===== src/rtl/mmd_pkg.sv =====
// Shared types, limits and the divide-value clamp for the multi-modulus divider.
// Latency: none (declarations and a pure function only).
// Backpressure: not applicable.
package mmd_pkg;

  localparam int unsigned DIV_W = 4;
  localparam logic [DIV_W-1:0] N_MIN = 4'd3;
  localparam logic [DIV_W-1:0] N_MAX = 4'd11;

  typedef enum logic {
    IDLE = 1'b0,
    RUN  = 1'b1
  } state_e;

  // Clamped divide value plus a flag saying the raw value was out of range.
  typedef struct packed {
    logic [DIV_W-1:0] n;
    logic             clamped;
  } clamp_t;

  function automatic clamp_t clamp_n(input logic [DIV_W-1:0] raw);
    clamp_t r;
    if (raw < N_MIN) begin
      r.n       = N_MIN;
      r.clamped = 1'b1;
    end else if (raw > N_MAX) begin
      r.n       = N_MAX;
      r.clamped = 1'b1;
    end else begin
      r.n       = raw;
      r.clamped = 1'b0;
    end
    return r;
  endfunction

endpackage


===== src/rtl/mmd_divider_ratio_meter.sv =====
// Ratio meter: sums N over 2^WIN_LOG2 divider periods and publishes the sum as 4.WIN_LOG2 fixed point.
// Latency: meas_val/meas_valid update one cycle after the sample that completes a window.
// Backpressure: none; a clear drops the partial window and keeps the last published value.
module ratio_meter
  import mmd_pkg::*;
#(
  parameter int WIN_LOG2 = 16
) (
  input  logic                      clk,
  input  logic                      rst_n,
  input  logic                      clr_i,
  input  logic                      smp_i,
  input  logic [DIV_W-1:0]          n_i,
  output logic [DIV_W+WIN_LOG2-1:0] meas_val_o,
  output logic                      meas_vld_o
);

  logic [DIV_W+WIN_LOG2-1:0] acc_q;
  logic [DIV_W+WIN_LOG2-1:0] acc_d;
  logic [WIN_LOG2-1:0]       per_q;
  logic [DIV_W+WIN_LOG2-1:0] meas_val_q;
  logic                      meas_vld_q;
  logic                      wrap;

  // Running sum including the sample being taken now; cannot overflow since 11*2^W < 2^(W+4).
  assign acc_d = acc_q + {{WIN_LOG2{1'b0}}, n_i};
  // The sample taken while the period counter is all-ones completes the window.
  assign wrap  = &per_q;

  // Window accumulation, publication on wrap and clearing of a partial window.
  always_ff @(posedge clk) begin
    if (!rst_n) begin
      acc_q      <= '0;
      per_q      <= '0;
      meas_val_q <= '0;
      meas_vld_q <= 1'b0;
    end else begin
      meas_vld_q <= 1'b0;
      if (clr_i) begin
        acc_q <= '0;
        per_q <= '0;
      end else if (smp_i) begin
        per_q <= per_q + 1'b1;
        if (wrap) begin
          meas_val_q <= acc_d;
          acc_q      <= '0;
          meas_vld_q <= 1'b1;
        end else begin
          acc_q <= acc_d;
        end
      end
    end
  end

  assign meas_val_o = meas_val_q;
  assign meas_vld_o = meas_vld_q;

endmodule


===== src/rtl/mmd_divider.sv =====
// Multi-modulus divider: periods of exactly N clk cycles, N sampled from div_in once per period.
// Latency: div_req/div_out are registered, high the cycle after each sampling edge.
// Backpressure: en low stops the divider only at a period boundary; the period in flight completes.
module mmd_divider
  import mmd_pkg::*;
#(
  parameter int WIN_LOG2 = 16
) (
  input  logic                      clk,
  input  logic                      rst_n,
  input  logic                      en,
  input  logic [DIV_W-1:0]          div_in,
  output logic                      div_req,
  output logic                      div_out,
  output logic [DIV_W+WIN_LOG2-1:0] meas_val,
  output logic                      meas_valid,
  output logic                      err_range
);

  state_e           state_q;
  logic [DIV_W-1:0] cnt_q;
  logic [DIV_W-1:0] cnt_d;
  logic [DIV_W-1:0] n_q;
  logic [DIV_W-1:0] hi_min;
  logic             div_req_q;
  logic             div_out_q;
  logic             err_q;
  clamp_t           clp;
  logic             period_end;
  logic             smp;
  logic             stop;

  assign clp        = clamp_n(div_in);
  assign period_end = (state_q == RUN) && (cnt_q == '0);
  // A sample happens on the enabling edge from IDLE and on every period end while enabled.
  assign smp        = en && ((state_q == IDLE) || period_end);
  assign stop       = period_end && !en;
  assign cnt_d      = cnt_q - 4'd1;
  // Cycle k of a period has cnt = N-1-k; k < floor(N/2) is equivalent to cnt >= N - floor(N/2).
  assign hi_min     = n_q - (n_q >> 1);

  // Divider FSM: sampling, down-counting, div_out shaping and sticky range error.
  always_ff @(posedge clk) begin
    if (!rst_n) begin
      state_q   <= IDLE;
      cnt_q     <= '0;
      n_q       <= '0;
      div_req_q <= 1'b0;
      div_out_q <= 1'b0;
      err_q     <= 1'b0;
    end else begin
      div_req_q <= 1'b0;
      if (smp) begin
        state_q   <= RUN;
        cnt_q     <= clp.n - 4'd1;
        n_q       <= clp.n;
        div_req_q <= 1'b1;
        div_out_q <= 1'b1;
        err_q     <= err_q | clp.clamped;
      end else if (stop || (state_q == IDLE)) begin
        state_q   <= IDLE;
        div_out_q <= 1'b0;
      end else begin
        cnt_q     <= cnt_d;
        div_out_q <= (cnt_d >= hi_min);
      end
    end
  end

  ratio_meter #(
    .WIN_LOG2(WIN_LOG2)
  ) u_meter (
    .clk        (clk),
    .rst_n      (rst_n),
    .clr_i      (stop),
    .smp_i      (smp),
    .n_i        (clp.n),
    .meas_val_o (meas_val),
    .meas_vld_o (meas_valid)
  );

  assign div_req   = div_req_q;
  assign div_out   = div_out_q;
  assign err_range = err_q;

endmodule


===== config.mk =====
export PLATFORM = sky130hd
export DESIGN_NAME = mmd_divider
export DESIGN_NICKNAME = d
export VERILOG_FILES = /design/src/rtl/mmd_pkg.sv /design/src/rtl/mmd_divider_ratio_meter.sv /design/src/rtl/mmd_divider.sv
export SDC_FILE = /design/constraint.sdc
export NUM_CORES = 1
export LEC_CHECK = 0
export ABC_AREA = 0
export BUFFER_PORTS_ARGS = -buffer_cell sky130_fd_sc_hd__buf_2
export CORE_MARGIN = 3
export CORE_UTILIZATION = 40
export CTS_CLUSTER_DIAMETER = 200
export DETAILED_ROUTE_END_ITERATION = 6
export PLACE_DENSITY_LB_ADDON = 0.25
export SLEW_MARGIN = 20
export SYNTH_ARGS = -nofsm -noshare
export SYNTH_HDL_FRONTEND = slang
export SYNTH_SLANG_ARGS = --single-unit

===== constraint.sdc =====
create_clock -name clk -period 4.17 [get_ports clk]
set_input_delay 0.834 -clock clk [delete_from_list [all_inputs] [get_ports clk]]
set_output_delay 0.834 -clock clk [all_outputs]
set_load 0.01 [all_outputs]

# Yosys cells after proc, flatten, opt, wreduce, memory -nomap -nowiden
# Cells that the tools add are included.
# word_totals
regBits	69
latchBits	0
ramBits	0
romBits	0
inputBits	7
out_inout_bits	24
elab_cells	47
memories	0
# op_classes
add_sub_neg	5
multipliers	0
n_div	0
magnitude_cmp	3
n_eq_ne	1
shifts	0
muxes	11
bitwise	5
n_reduce_logical	12
# ops
cell	n
adder 20 x 4 -> 20 bit	1
2-to-1 mux 20 bit	1
AND reduction 18 bit	1
adder 16 x 1 -> 16 bit, second input constant	1
AND reduction 16 bit	1
2-to-1 mux 5 bit	2
2-to-1 mux 4 bit	2
subtractor 4 x 1 -> 4 bit, second input constant	2
2-to-1 mux 1 bit	6
>= comparator 4 bit	1
> comparator 4 bit, second input constant	1
logical NOT 4 bit	1
< comparator 4 x 2 -> 1 bit, second input constant	1
inverter 1 bit	4
subtractor 4 x 3 -> 4 bit	1
logical AND 1 bit	3
OR reduction 3 bit	1
logical OR 1 bit	2
!= test 2 bit, second input constant	1
nonzero test 2 bit	1
OR reduction 2 bit	1
logical NOT 1 bit	1
OR 1 bit	1

# Logic depth before layout (Yosys ltp)
# logic_depth
word_depth	6
ltp_mapped	13
depth_no_buf	12

# Hierarchy
# Synthesis repeated with hierarchy kept, for this count alone.
# unflattened
cells_unflattened	430
area_unflattened_um2	3693.5
# modules_own_cells
module	instances	cells_each	area_per_inst_um2	seq_area_each_um2
ratio_meter	1	326	2824.0	1141.1
mmd_divider	1	104	869.6	240.2

# Worst setup path after synthesis
# Ideal clock, no wire load.
# synth_path
path_type	in2reg
start	input div_in[1]
end	register u_meter.acc_q[14]
setup_time_ns	0.070
t_arrival_ns	3.123
required_ns	4.100
setup_slack_ns	0.977
cell_stages	13
path_buffers	1
path_cell_list	a211oi_1 > a21o_1 > nor2_1 > inv_1 > ha_1 > inv_1 > fa_1 > nand2b_1 > a21oi_1 > buf_2 > nand3_1 > or3_1 > a21oi_1
# synth_rtl
element	line_no	source
from (decl)	mmd_divider.sv:12	input logic [DIV_W-1:0] div_in,
to (signal assigned)	mmd_divider_ratio_meter.sv:33	acc_q <= '0;
to (signal assigned)	mmd_divider_ratio_meter.sv:40	acc_q <= '0;
to (signal assigned)	mmd_divider_ratio_meter.sv:46	acc_q <= '0;
to (decl)	mmd_divider_ratio_meter.sv:18	logic [DIV_W+WIN_LOG2-1:0] acc_q;

==> results.yml <==
outcome:
  outcome: "finished, final reports clean"
synthesis:
  synth-compound-area-share: 0.190
  synth_warnings: 0
  synth_ff_type: "dfxtp_1"
  ys_ff_latch: 69
  synthMuxAreaShare: 0
  synth-adder-area-share: 0.0629
  syn_area_um2: 3620
  syn_avg_cell_area_um2: 8.50
  synthDistinctLibCells: 49
  synth.top_cell.area_share: 0.382
  synth_nets: 450
  yosysSeqAreaShare: 0.382
  synth-edff-count: 0
  synth_cells: 426
  ys_top_cells_by_area: "dfxtp_1 38%, a21oi_1 6.2%, xor2_1 5.3%"
  async_reset_ff_frac: 0
  synth_top_family_by_area: "simple AND/OR/NAND/NOR gates"
  synth_simple_gate_area_frac: 0.216
  yosys.area_share.xor_xnor: 0.0919
  synth_top_cell_by_area: "dfxtp_1"
power_and_ir_drop:
  vdd_ir_drop_max_mv: 0.170
  clkPwrFrac: 0.384
  swShare: 0.295
  p_seq_frac: 0.462
  combinationalPowerShare: 0.153
  power.internal_mw: 1.06
  power_leakage_nw: 1.51
  finalPower_mw: 1.51
  p_switching_mw: 0.445
  powerDensity_nw_per_um2: 373
routing:
  totalWireLength_um: 8000
  via_count: 3056
  dr.pass1.iters: 4
  drcViolationCount: 0
  viasPerCell: 5.44
  drtIter0Drc: 212
  antenna_left: 0
  wl_per_cell_um: 14.2
setup_path:
  r2r_cells: 7
  crit_slowest_cell: "fa_1"
  cp_top_family: "simple AND/OR/NAND/NOR gates"
  arrival_ns: 3.28
  path_buf_inv: 4
  end_kind: "register"
  crit_fanout: 15
  rrSetupSlack_ns: 1.77
  crit_required_ns: 4.46
  critPathKind: "primary input to register"
  reg2reg_to: "u_meter.acc_q[6]$_SDFFE_PP0P_"
  r2r-start: "cnt_q[0]$_SDFFE_PN0P_"
  max_stage_delay_ns: 0.42
  startpoint_type: "primary input"
  crit_chain: "buf_2 > a211oi_1 > a21o_1 > nor2_1 > inv_1 > ha_1 > inv_1 > fa_1 > nand2b_1 > a21oi_1 > buf_4 > nand3_1 > or3_1 > a21oi_1"
cts:
  clock_latency_ns: 0.36
  cts_sinks: 69
  cts_resized: 0
  cts_hold_buf: 0
  cts_tree: "done"
  cts_max_level: 3
  cts_buffers: 9
  cts_setup_buffers: 0
  ctsLongestPathBuffers: 2
  cts_root_buf: "clkbuf_8"
  path_clk_slew_ns: 0.08
timing:
  slew_headroom: 0.529
  hold_violations: 0
  clock_skew_ns: 0.0142
  fin_setup_tns_ns: 0
  fmax_ghz: 0.335
  period_minus_slack_ns: 2.99
  rsz0062_at_grt: "no"
  worst_pin_slew_ns: 0.706
  setup_violations: 0
  drv_slew: 0
  final.period_utilization: 0.716
run:
  maxCapViolations: 0
hold_path:
  hp-start: "u_meter.meas_val_o[0]$_SDFFE_PN0P_"
  min_path_cells: 2
  min_to: "u_meter.meas_val_o[0]$_SDFFE_PN0P_"
  worst_hold_path_type: "register to register"
final_layout:
  finalNonFillerCells: 562
  area_delta_synth_final_pct: 11.6
  post-route-util: 0.461
  final_net_count: 473
  diodes: 0
  fin_area_um2: 4040
  drive_gt1_frac: 0.148
floorplan:
  dieWidth_um: 101
  initial_core_util: 0.413
  die_y_um: 101
  core_area_um2: 8760
  io_pins: 31
  dieArea_um2: 10200
  rows: 34
placement:
  place_hpwl_um: 5410
  placed_area_um2: 3830
  numPlacedInstances: 546
  gp_congestion: 0.824
  numPortBuffers: 30
global_routing:
  antenna_found_initial: 0
  grt_pass1_vias: 2855
  grt_max_degree: 31
  overflow: 0
  grt_pass1_wl_um: 13800
  grt_usage: 0.170
-- flip-flops by register name, summed over array words and instances (netlist names) --
register            cells
cnt_q                   4
div_out                 1
div_req                 1
err_range               1
n_q                     4
state_q                 1
u_meter.acc_q          20
u_meter.meas_val_o     20
u_meter.meas_vld_o      1
u_meter.per_q          16
-- cells in the final DEF, fill, tap and decap left out, drive strengths merged, types with 3 or more instances in the layout --
cell,instances
dfxtp,69
a21oi,46
nor2,42
buf,38
nand2,36
xor2,22
o21ai,21
inv,20
xnor2,16
a211oi,15
ha,15
nand3,14
a31oi,11
or3,10
clkbuf,10
nand4,10
nor3,7
nor4,6
and3,5
a21o,4
nand3b,4
nand2b,3
-- metal layers --
metal,track usage,share of wire,vias up
li1,-,-,1550
met1,0.232,0.50,1424
met2,0.246,0.43,70
met3,0.0547,0.053,12
met4,0.0706,0.022,0
met5,0,0,-
-- power groups by stage --
stage	Sequential, mW	Clock, mW	Combinational (mW)
2_1_floorplan	0.709	0	0.180
3_3_place_gp	0.713	0	0.226
3_5_place_dp	0.713	0	0.229
4_1_cts	0.697	0.594	0.232
5_1_grt	0.700	0.627	0.263
6_report	0.697	0.579	0.231
-- synthesized netlist by cell type, types with 3 or more instances --
master,instances
a211oi_1,15
a21o_1,4
a21oi_1,45
a31oi_1,11
and3_1,5
buf_2,11
buf_6,3
clkbuf_1,11
dfxtp_1,69
ha_1,15
inv_1,19
nand2_1,36
nand3_1,14
nand3b_1,4
nand4_1,9
nor2_1,41
nor3_1,6
o21ai_0,20
or3_1,10
xnor2_1,16
xor2_1,22
-- layout make-up --
class,instances,area (um2)
multi-input cells,312,2030
well taps,108,135
clock inverters,6,71.3
clock buffers,10,138
flip-flops and latches,69,1380
repair buffers,38,210
inverters,19,71.3
fillers,879,4720
-- how the worst max path moves through the flow --
stage                          from                        endpoint  slack (ns)  depth (start not counted)
final                     div_in[2]  u_meter.acc_q[18]$_SDFFE_PP0P_        1.18                         14
after global routing      div_in[2]  u_meter.acc_q[12]$_SDFFE_PP0P_        0.96                         14
after CTS                 div_in[2]  u_meter.acc_q[18]$_SDFFE_PP0P_        1.20                         14
after detailed placement  div_in[2]  u_meter.acc_q[18]$_SDFFE_PP0P_        0.84                         14
after global placement    div_in[2]  u_meter.acc_q[18]$_SDFFE_PP0P_        0.93                         14
after floorplan           div_in[1]  u_meter.acc_q[14]$_SDFFE_PP0P_        0.98                         13
-- worst reg2reg max path: cells and delay by family, from the launching register on --
family | cells | cell delay (ns)
AO/OA/AOI/OAI | 2 | 0.83
adder cells (fa/ha/maj) | 1 | 0.19
buffers and inverters | 2 | 0.42
flip-flops | 1 | 0.39
AND/OR/NAND/NOR | 2 | 0.46
-- kinds of logic after synthesis --
kind of cell | count (synthesis)
compound gates | 110
xor+xnor | 38
fa+ha+maj | 17
buf+inv | 45
flops | 69
simple gates | 147
-- stage by stage --
step / setup WS, ns / hold WS (ns)
2_1_floorplan: 0.977 / 0.436
3_3_place_gp: 0.933 / 0.441
3_5_place_dp: 0.836 / 0.445
4_1_cts: 1.20 / 0.456
5_1_grt: 0.956 / 0.481
6_report: 1.18 / 0.455
No activity file was read; power rests on OpenSTA's default activity.
